File: config.mk
export PLATFORM = sky130hd
export DESIGN_NAME = exe_muldiv_stage
export DESIGN_NICKNAME = d
export VERILOG_FILES = /design/src/rtl/exe_md_pkg.sv /design/src/rtl/exe_muldiv_divider.sv /design/src/rtl/exe_muldiv_stage.sv
export SDC_FILE = /design/constraint.sdc
export NUM_CORES = 2
export LEC_CHECK = 0
export BUFFER_PORTS_ARGS = -buffer_cell sky130_fd_sc_hd__buf_4
export CORE_MARGIN = 2
export CORE_UTILIZATION = 44
export DETAILED_ROUTE_END_ITERATION = 7
export PLACE_DENSITY = 0.61
export SLEW_MARGIN = 20
export SYNTH_ARGS = -nofsm -noshare
export SYNTH_HDL_FRONTEND = slang
export SYNTH_SLANG_ARGS = --single-unit
File: constraint.sdc
create_clock -name clk -period 12.5 [get_ports clk]
set_input_delay 0 -clock clk [delete_from_list [all_inputs] [get_ports clk]]
set_output_delay 0 -clock clk [all_outputs]
set_load 0.02 [all_outputs]
File: src/rtl/exe_md_pkg.sv
// Shared definitions for the execute-stage multiply/divide slice.
//   - md op encodings carried on in_op
//   - mul/div sequencer state enum
//   - all-ones constant used as the divide-by-zero quotient
//   - small op-classification helpers
package exe_md_pkg;

  localparam logic [2:0] MD_NONE  = 3'd0;
  localparam logic [2:0] MD_MULT  = 3'd1;
  localparam logic [2:0] MD_MULTU = 3'd2;
  localparam logic [2:0] MD_DIV   = 3'd3;
  localparam logic [2:0] MD_DIVU  = 3'd4;
  localparam logic [2:0] MD_MTHI  = 3'd5;
  localparam logic [2:0] MD_MTLO  = 3'd6;

  typedef enum logic [1:0] {
    ST_IDLE = 2'd0,
    ST_BUSY = 2'd1,
    ST_DONE = 2'd2
  } md_state_e;

  // Wide enough for any sane DATA_W; users slice [DATA_W-1:0].
  localparam logic [127:0] DIV0_QUO = '1;

  function automatic logic is_mul(input logic [2:0] op);
    return (op == MD_MULT) || (op == MD_MULTU);
  endfunction

  function automatic logic is_div(input logic [2:0] op);
    return (op == MD_DIV) || (op == MD_DIVU);
  endfunction

  function automatic logic is_muldiv(input logic [2:0] op);
    return is_mul(op) || is_div(op);
  endfunction

endpackage

File: src/rtl/exe_muldiv_divider.sv
// md_divider: iterative restoring divider, one quotient bit per cycle on
// operand magnitudes, with sign fix-up applied on the outputs.
//   clk, rst_n   : clock, synchronous active-low reset
//   start        : capture a/b and begin (first quotient bit resolved on this edge)
//   signed_en    : treat a/b as two's complement
//   a, b         : dividend, divisor
//   busy         : iterations still pending
//   done         : quo/rem valid (DATA_W cycles of work after start)
//   quo, rem     : quotient / remainder; b==0 gives quo=all ones, rem=a
module md_divider
  import exe_md_pkg::*;
#(
  parameter int DATA_W = 32
) (
  input  logic              clk,
  input  logic              rst_n,
  input  logic              start,
  input  logic              signed_en,
  input  logic [DATA_W-1:0] a,
  input  logic [DATA_W-1:0] b,
  output logic              busy,
  output logic              done,
  output logic [DATA_W-1:0] quo,
  output logic [DATA_W-1:0] rem
);

  localparam int CNT_W = $clog2(DATA_W + 1);

  logic [DATA_W-1:0] q_r, r_r, d_r, a_r;
  logic              neg_q, neg_r, div0, done_r;
  logic [CNT_W-1:0]  cnt;

  logic              a_neg, b_neg;
  logic [DATA_W-1:0] a_mag, b_mag;
  logic [2*DATA_W-1:0] first_step, next_step;

  // One restoring step: shift the next dividend bit into the partial
  // remainder, subtract the divisor if it fits, record the quotient bit.
  function automatic logic [2*DATA_W-1:0] div_step(input logic [DATA_W-1:0] r,
                                                   input logic [DATA_W-1:0] q,
                                                   input logic [DATA_W-1:0] d);
    logic [DATA_W:0] t;
    logic            ge;
    t  = {r, q[DATA_W-1]};
    ge = (t >= {1'b0, d});
    if (ge) t = t - {1'b0, d};
    return {t[DATA_W-1:0], q[DATA_W-2:0], ge};
  endfunction

  assign a_neg = signed_en & a[DATA_W-1];
  assign b_neg = signed_en & b[DATA_W-1];
  assign a_mag = a_neg ? (~a + 1'b1) : a;
  assign b_mag = b_neg ? (~b + 1'b1) : b;

  // The start edge already performs the first iteration, so the final
  // result is stable one cycle before DATA_W cycles have elapsed.
  assign first_step = div_step('0, a_mag, b_mag);
  assign next_step  = div_step(r_r, q_r, d_r);

  always_ff @(posedge clk) begin
    if (!rst_n) begin
      q_r    <= '0;
      r_r    <= '0;
      d_r    <= '0;
      a_r    <= '0;
      neg_q  <= 1'b0;
      neg_r  <= 1'b0;
      div0   <= 1'b0;
      done_r <= 1'b0;
      cnt    <= '0;
    end else if (start) begin
      {r_r, q_r} <= first_step;
      d_r    <= b_mag;
      a_r    <= a;
      neg_q  <= a_neg ^ b_neg;
      neg_r  <= a_neg;
      div0   <= (b == '0);
      done_r <= 1'b0;
      cnt    <= CNT_W'(DATA_W - 1);
    end else if (cnt != '0) begin
      {r_r, q_r} <= next_step;
      cnt        <= cnt - CNT_W'(1);
      if (cnt == CNT_W'(1)) done_r <= 1'b1;
    end
  end

  assign busy = (cnt != '0);
  assign done = done_r;
  assign quo  = div0 ? DIV0_QUO[DATA_W-1:0] : (neg_q ? (~q_r + 1'b1) : q_r);
  assign rem  = div0 ? a_r                  : (neg_r ? (~r_r + 1'b1) : r_r);

endmodule

File: src/rtl/exe_muldiv_stage.sv
// exe_muldiv_stage: ID->EXE pipeline register with a multi-cycle
// multiply/divide unit and architectural HI/LO.
//   clk, rst_n          : clock, synchronous active-low reset
//   flush               : drop the held instruction, abort mul/div
//   in_valid/in_allowin : upstream handshake
//   in_op/src0/src1     : md op and operands
//   in_payload          : opaque execute bundle, passed through unchanged
//   out_allowin/out_valid/out_payload : downstream handshake
//   hi, lo              : architectural HI/LO (written only on handoff)
//   md_busy             : sequencer is iterating
module exe_muldiv_stage
  import exe_md_pkg::*;
#(
  parameter int DATA_W    = 32,
  parameter int PAYLOAD_W = 64,
  parameter int MUL_LAT   = 2
) (
  input  logic                 clk,
  input  logic                 rst_n,
  input  logic                 flush,
  input  logic                 in_valid,
  output logic                 in_allowin,
  input  logic [2:0]           in_op,
  input  logic [DATA_W-1:0]    in_src0,
  input  logic [DATA_W-1:0]    in_src1,
  input  logic [PAYLOAD_W-1:0] in_payload,
  input  logic                 out_allowin,
  output logic                 out_valid,
  output logic [PAYLOAD_W-1:0] out_payload,
  output logic [DATA_W-1:0]    hi,
  output logic [DATA_W-1:0]    lo,
  output logic                 md_busy
);

  localparam int CNT_MAX = (DATA_W > MUL_LAT) ? DATA_W : MUL_LAT;
  localparam int CNT_W   = $clog2(CNT_MAX + 1);
  localparam int SR_N    = (MUL_LAT > 1) ? MUL_LAT - 1 : 1;

  logic                 valid_r;
  logic [2:0]           op_r;
  logic [DATA_W-1:0]    src0_r, src1_r, hi_r, lo_r, res_hi, res_lo;
  logic [PAYLOAD_W-1:0] payload_r;

  md_state_e        state, state_n;
  logic [CNT_W-1:0] cnt, cnt_n, start_cnt;
  logic             res_lat;

  logic ready, load, start, handoff;

  assign ready      = !is_muldiv(op_r) || (state == ST_DONE);
  assign in_allowin = !valid_r || (ready && out_allowin);
  assign load       = in_allowin && in_valid;
  assign handoff    = valid_r && ready && out_allowin && !flush;
  // A load while DONE implies the held op hands off on the same edge,
  // so a new mul/div can start straight from DONE.
  assign start      = load && !flush && is_muldiv(in_op);
  assign start_cnt  = is_div(in_op) ? CNT_W'(DATA_W) : CNT_W'(MUL_LAT);

  // Multiplier: combinational product on the held operands, delayed so the
  // result is captured exactly MUL_LAT cycles after the operands arrive.
  logic [2*DATA_W-1:0] mul_a, mul_b, mul_prod, mul_tap;
  logic [2*DATA_W-1:0] mul_sr [SR_N];

  assign mul_a    = (op_r == MD_MULT) ? {{DATA_W{src0_r[DATA_W-1]}}, src0_r}
                                      : {{DATA_W{1'b0}}, src0_r};
  assign mul_b    = (op_r == MD_MULT) ? {{DATA_W{src1_r[DATA_W-1]}}, src1_r}
                                      : {{DATA_W{1'b0}}, src1_r};
  assign mul_prod = mul_a * mul_b;

  generate
    if (MUL_LAT == 1) begin : g_mul_direct
      assign mul_tap = mul_prod;
    end else begin : g_mul_delay
      assign mul_tap = mul_sr[MUL_LAT-2];
    end
  endgenerate

  always_ff @(posedge clk) begin
    if (!rst_n) begin
      for (int i = 0; i < SR_N; i++) mul_sr[i] <= '0;
    end else begin
      mul_sr[0] <= mul_prod;
      for (int i = 1; i < SR_N; i++) mul_sr[i] <= mul_sr[i-1];
    end
  end

  // Divider is started from the raw inputs on the load edge so it runs in
  // lock-step with the sequencer counter.
  logic [DATA_W-1:0] div_quo, div_rem;
  logic              div_busy, div_done, div_unused;

  md_divider #(.DATA_W(DATA_W)) u_div (
    .clk       (clk),
    .rst_n     (rst_n),
    .start     (start && is_div(in_op)),
    .signed_en (in_op == MD_DIV),
    .a         (in_src0),
    .b         (in_src1),
    .busy      (div_busy),
    .done      (div_done),
    .quo       (div_quo),
    .rem       (div_rem)
  );

  assign div_unused = div_busy ^ div_done;

  // Sequencer
  always_ff @(posedge clk) begin
    if (!rst_n) begin
      state <= ST_IDLE;
      cnt   <= '0;
    end else begin
      state <= state_n;
      cnt   <= cnt_n;
    end
  end

  always_comb begin
    state_n = state;
    cnt_n   = cnt;
    res_lat = 1'b0;
    case (state)
      ST_IDLE: begin
        if (start) begin
          state_n = ST_BUSY;
          cnt_n   = start_cnt;
        end
      end
      ST_BUSY: begin
        cnt_n = cnt - CNT_W'(1);
        if (cnt == CNT_W'(1)) begin
          state_n = ST_DONE;
          res_lat = 1'b1;
        end
      end
      ST_DONE: begin
        if (handoff) begin
          if (start) begin
            state_n = ST_BUSY;
            cnt_n   = start_cnt;
          end else begin
            state_n = ST_IDLE;
          end
        end
      end
      default: state_n = ST_IDLE;
    endcase
    if (flush) begin
      state_n = ST_IDLE;
      cnt_n   = '0;
      res_lat = 1'b0;
    end
  end

  // Pipeline register, result latch and HI/LO commit
  always_ff @(posedge clk) begin
    if (!rst_n) begin
      valid_r   <= 1'b0;
      op_r      <= MD_NONE;
      src0_r    <= '0;
      src1_r    <= '0;
      payload_r <= '0;
      res_hi    <= '0;
      res_lo    <= '0;
      hi_r      <= '0;
      lo_r      <= '0;
    end else begin
      if (flush)           valid_r <= 1'b0;
      else if (in_allowin) valid_r <= in_valid;

      if (load) begin
        op_r      <= in_op;
        src0_r    <= in_src0;
        src1_r    <= in_src1;
        payload_r <= in_payload;
      end

      if (res_lat) begin
        if (is_div(op_r)) {res_hi, res_lo} <= {div_rem, div_quo};
        else              {res_hi, res_lo} <= mul_tap;
      end

      // HI/LO only change when the instruction actually leaves the stage.
      if (handoff) begin
        if (is_muldiv(op_r)) begin
          hi_r <= res_hi;
          lo_r <= res_lo;
        end else if (op_r == MD_MTHI) begin
          hi_r <= src0_r;
        end else if (op_r == MD_MTLO) begin
          lo_r <= src0_r;
        end
      end
    end
  end

  assign out_valid   = valid_r && ready;
  assign out_payload = payload_r;
  assign hi          = hi_r;
  assign lo          = lo_r;
  assign md_busy     = (state == ST_BUSY);

endmodule

==> flow_summary.yaml <==
outcome:
  outcome: "finished, final reports clean"
sta:
  setup_viol_count_final: 0
  rsz0062_at_grt: "no"
  fin_crit_ns: 10.09
  timing_worst_slew_pin_value_ns: 1.17
  maxClockFrequency_mhz: 99.1
  final.setup_skew_ns: 0.0507
  max-slew-margin-rel_pct: 22.1
  fin_tns_setup_ns: 0
  final-hold-violation-count: 0
  slew_violations: 0
  period_share_pct: 80.7
placed_design:
  dp_hpwl_mm: 177
  port-buffer-count: 266
  routabilityCongestion: 0.971
critical_path:
  r2r_setup_slack_ns: 2.41
  critPathArrivalTime_ns: 10.58
  end_kind: "register"
  crit_path_top_delay_cell: "sky130_fd_sc_hd__fa_1"
  critical-path-max-stage-delay_ns: 0.86
  critical_path.max_fanout: 31
  worstSetupStartpointType: "register"
  setup.worst_path.class: "reg -> reg"
  cpMostUsedCell: "sky130_fd_sc_hd__fa_1"
  critical_path_required_ns: 13.00
clock_tree:
  post_cts.repair.setup_buffers: 0
  clockRootBuffer: "sky130_fd_sc_hd__clkbuf_16"
  cts_made_buffers: 49
  clock_tree.htree_level_count: 2
  worst_skew_pair_latency_ns: 0.66
  cts_buffer_depth: 3
  cts_tree: "yes"
  post_cts_hold_buffer_count: 144
  clk_pin_slew_ns: 0.09
  cts_sink_count: 469
  post_cts_resized: 0
synthesis:
  yosys-top-cells-area: "sky130_fd_sc_hd__fa_1, sky130_fd_sc_hd__dfxtp_1, sky130_fd_sc_hd__inv_1, sky130_fd_sc_hd__nand2_1, sky130_fd_sc_hd__ha_1"
  most_repeated_cell_in_the_gate_level_netlist_after_synthesis: "sky130_fd_sc_hd__inv_1"
  yosysWarningCount: 0
  synth.net_count: 9884
  synth_enable_flop_cells: 0
  yosys_register_bits: 469
  ys_seq_area_share_pct: 13.4
  synthDominantCellAreaShare_pct: 40.4
  synth.top_cells.by_count: "sky130_fd_sc_hd__inv_1, sky130_fd_sc_hd__fa_1, sky130_fd_sc_hd__nand2_1"
  synth_cell_type_count: 91
  syn_area_um2: 70200
  cell_count_after_synthesis: 7974
  synth_top_flop_cell: "sky130_fd_sc_hd__dfxtp_1"
  avgSynthCellArea_um2: 8.80
  postSynth.asyncResetShare_pct: 0
  yosysTopAreaCell: "sky130_fd_sc_hd__fa_1"
floorplan:
  floorplan.initialDensity_pct: 44.3
  fp.dieW_um: 403
  floorplan.die_area_um2: 163000
  fp-row-count: 146
  floorplan.io_pins: 267
  fp.dieH_um: 403
  core_area_um2: 158000
detailed_routing:
  drc_viols: 0
  drt-total-wl_mm: 225
  dr_total_vias: 54800
  post_drt_wl_per_cell_um: 22.1
  postRouteAntennaNets: 0
  viasPerCell: 5.39
  first_iter_violations: 3942
  detail_route.first_pass.iterations: 6
power_and_ir_drop:
  ratio_of_total_power_to_cell_area_nw_per_um2: 90.3
  static-leakage-power_uw: 0.0363
  vdd_drop_max_v: 0.000127
final_layout:
  post-route-util_pct: 48.7
  nets: 9967
  drive_gt1_share_pct: 6.46
  synthToLayoutAreaGrowth_pct: 9.83
min_path:
  min_path_type: "in -> reg"
grt:
  globalRouteOverflowTotal: 0
  grt_start_max_net_pins: 192
  grt_first_pass_wirelength_mm: 349
  grt_pass1_vias: 58400
  grt.total_usage_pct: 28.0
  number_of_antenna_violations_at_the_first_check_in_global_routing: 5
job:
  max_cap_violations: 0
-- power by group --
part	internal (uW)	switching [uW]	total, uW
clock	962	717	1680
sequential	1650	191	1840
combinational	1280	2170	3440
-- cell usage in the layout, fill, tap and decap left out, types with 32 or more instances in the layout --
master | Yosys | final
sky130_fd_sc_hd__inv_1 | 1570 | 1570
sky130_fd_sc_hd__a21oi_1 | 338 | 337
sky130_fd_sc_hd__nand2_1 | 1288 | 1287
sky130_fd_sc_hd__mux2i_1 | 90 | 90
sky130_fd_sc_hd__buf_4 | 0 | 367
sky130_fd_sc_hd__a311oi_1 | 49 | 49
sky130_fd_sc_hd__xor2_1 | 93 | 93
sky130_fd_sc_hd__a211oi_1 | 112 | 110
sky130_fd_sc_hd__fa_1 | 1417 | 1417
sky130_fd_sc_hd__nor2_1 | 357 | 356
sky130_fd_sc_hd__o31ai_1 | 33 | 33
sky130_fd_sc_hd__ha_1 | 357 | 357
sky130_fd_sc_hd__o211ai_1 | 36 | 36
sky130_fd_sc_hd__dfxtp_1 | 469 | 455
sky130_fd_sc_hd__o21ai_0 | 137 | 136
sky130_fd_sc_hd__nand4_1 | 32 | 32
sky130_fd_sc_hd__nand3_1 | 52 | 52
sky130_fd_sc_hd__nor3_1 | 48 | 46
sky130_fd_sc_hd__clkbuf_16 | 0 | 49
sky130_fd_sc_hd__xnor2_1 | 175 | 175
sky130_fd_sc_hd__a21o_1 | 49 | 49
sky130_fd_sc_hd__dlygate4sd3_1 | 0 | 144
sky130_fd_sc_hd__and2_1 | 442 | 442
-- final timing paths --
path | startpoint | to | cells after the start
setup / recovery | op_r[2] | mul_sr[0][63] | 32
hold / removal | in_payload[4] | out_payload[4] | 4
setup reg to reg | op_r[2] | mul_sr[0][63] | 32
hold reg to reg | res_lo[16] | res_lo[16] | 2
-- routing by layer --
layer	GRT usage, %	vias to the layer above	share of wire [%]
met5	0	-	0
met1	35.8	28000	40
met3	3.40	444	6.2
met4	12.2	0	5.4
li1	-	24500	-
met2	47.9	1904	49
-- critical path, delay by kind of cell, from the launching register on --
family / cells / cell delay [ns]
adders and majority gates: 11 / 6.14
buffers and inverters: 8 / 1.19
AOI/OAI and AO/OA: 6 / 1.00
and+or+nand+nor: 6 / 0.80
DFF: 1 / 0.62
xor gates and xnor gates: 1 / 0.19
-- cells by family after synthesis --
family,count (synthesis),synth area share (%)
flip-flops,469,13.4
AO/OA/AOI/OAI,950,8.84
buffers and inverters,2051,11.0
AND/OR/NAND/NOR,2369,15.3
adder cells (fa/ha/maj),1775,46.8
XOR/XNOR,268,3.35
multiplexers,92,1.32
-- through the flow --
step                      instances  power, uW  hold WS, ns  area (um^2)  setup slack, ns
after global placement         9934       5200        0.248        73800             2.57
after floorplan                7974       4160        0.136        70200             3.32
final                         10200       6960        0.139        77100             2.41
after detailed placement       9934       5230        0.255        73800             2.39
after CTS                     10200       6970        0.112        77100             2.37
after global routing          10200       7420        0.151        77100             1.73
-- layout make-up --
class | count | area [um^2]
diodes | 4 | 10.0
clock inverters | 31 | 498
clock buffers | 61 | 1300
flip-flops and latches | 469 | 9410
well taps | 2072 | 2590
inverters | 1571 | 5900
fillers | 15000 | 81300
multi-input cells | 5454 | 53100
repair buffers | 512 | 4220
Power figures use the tool's default switching activity.
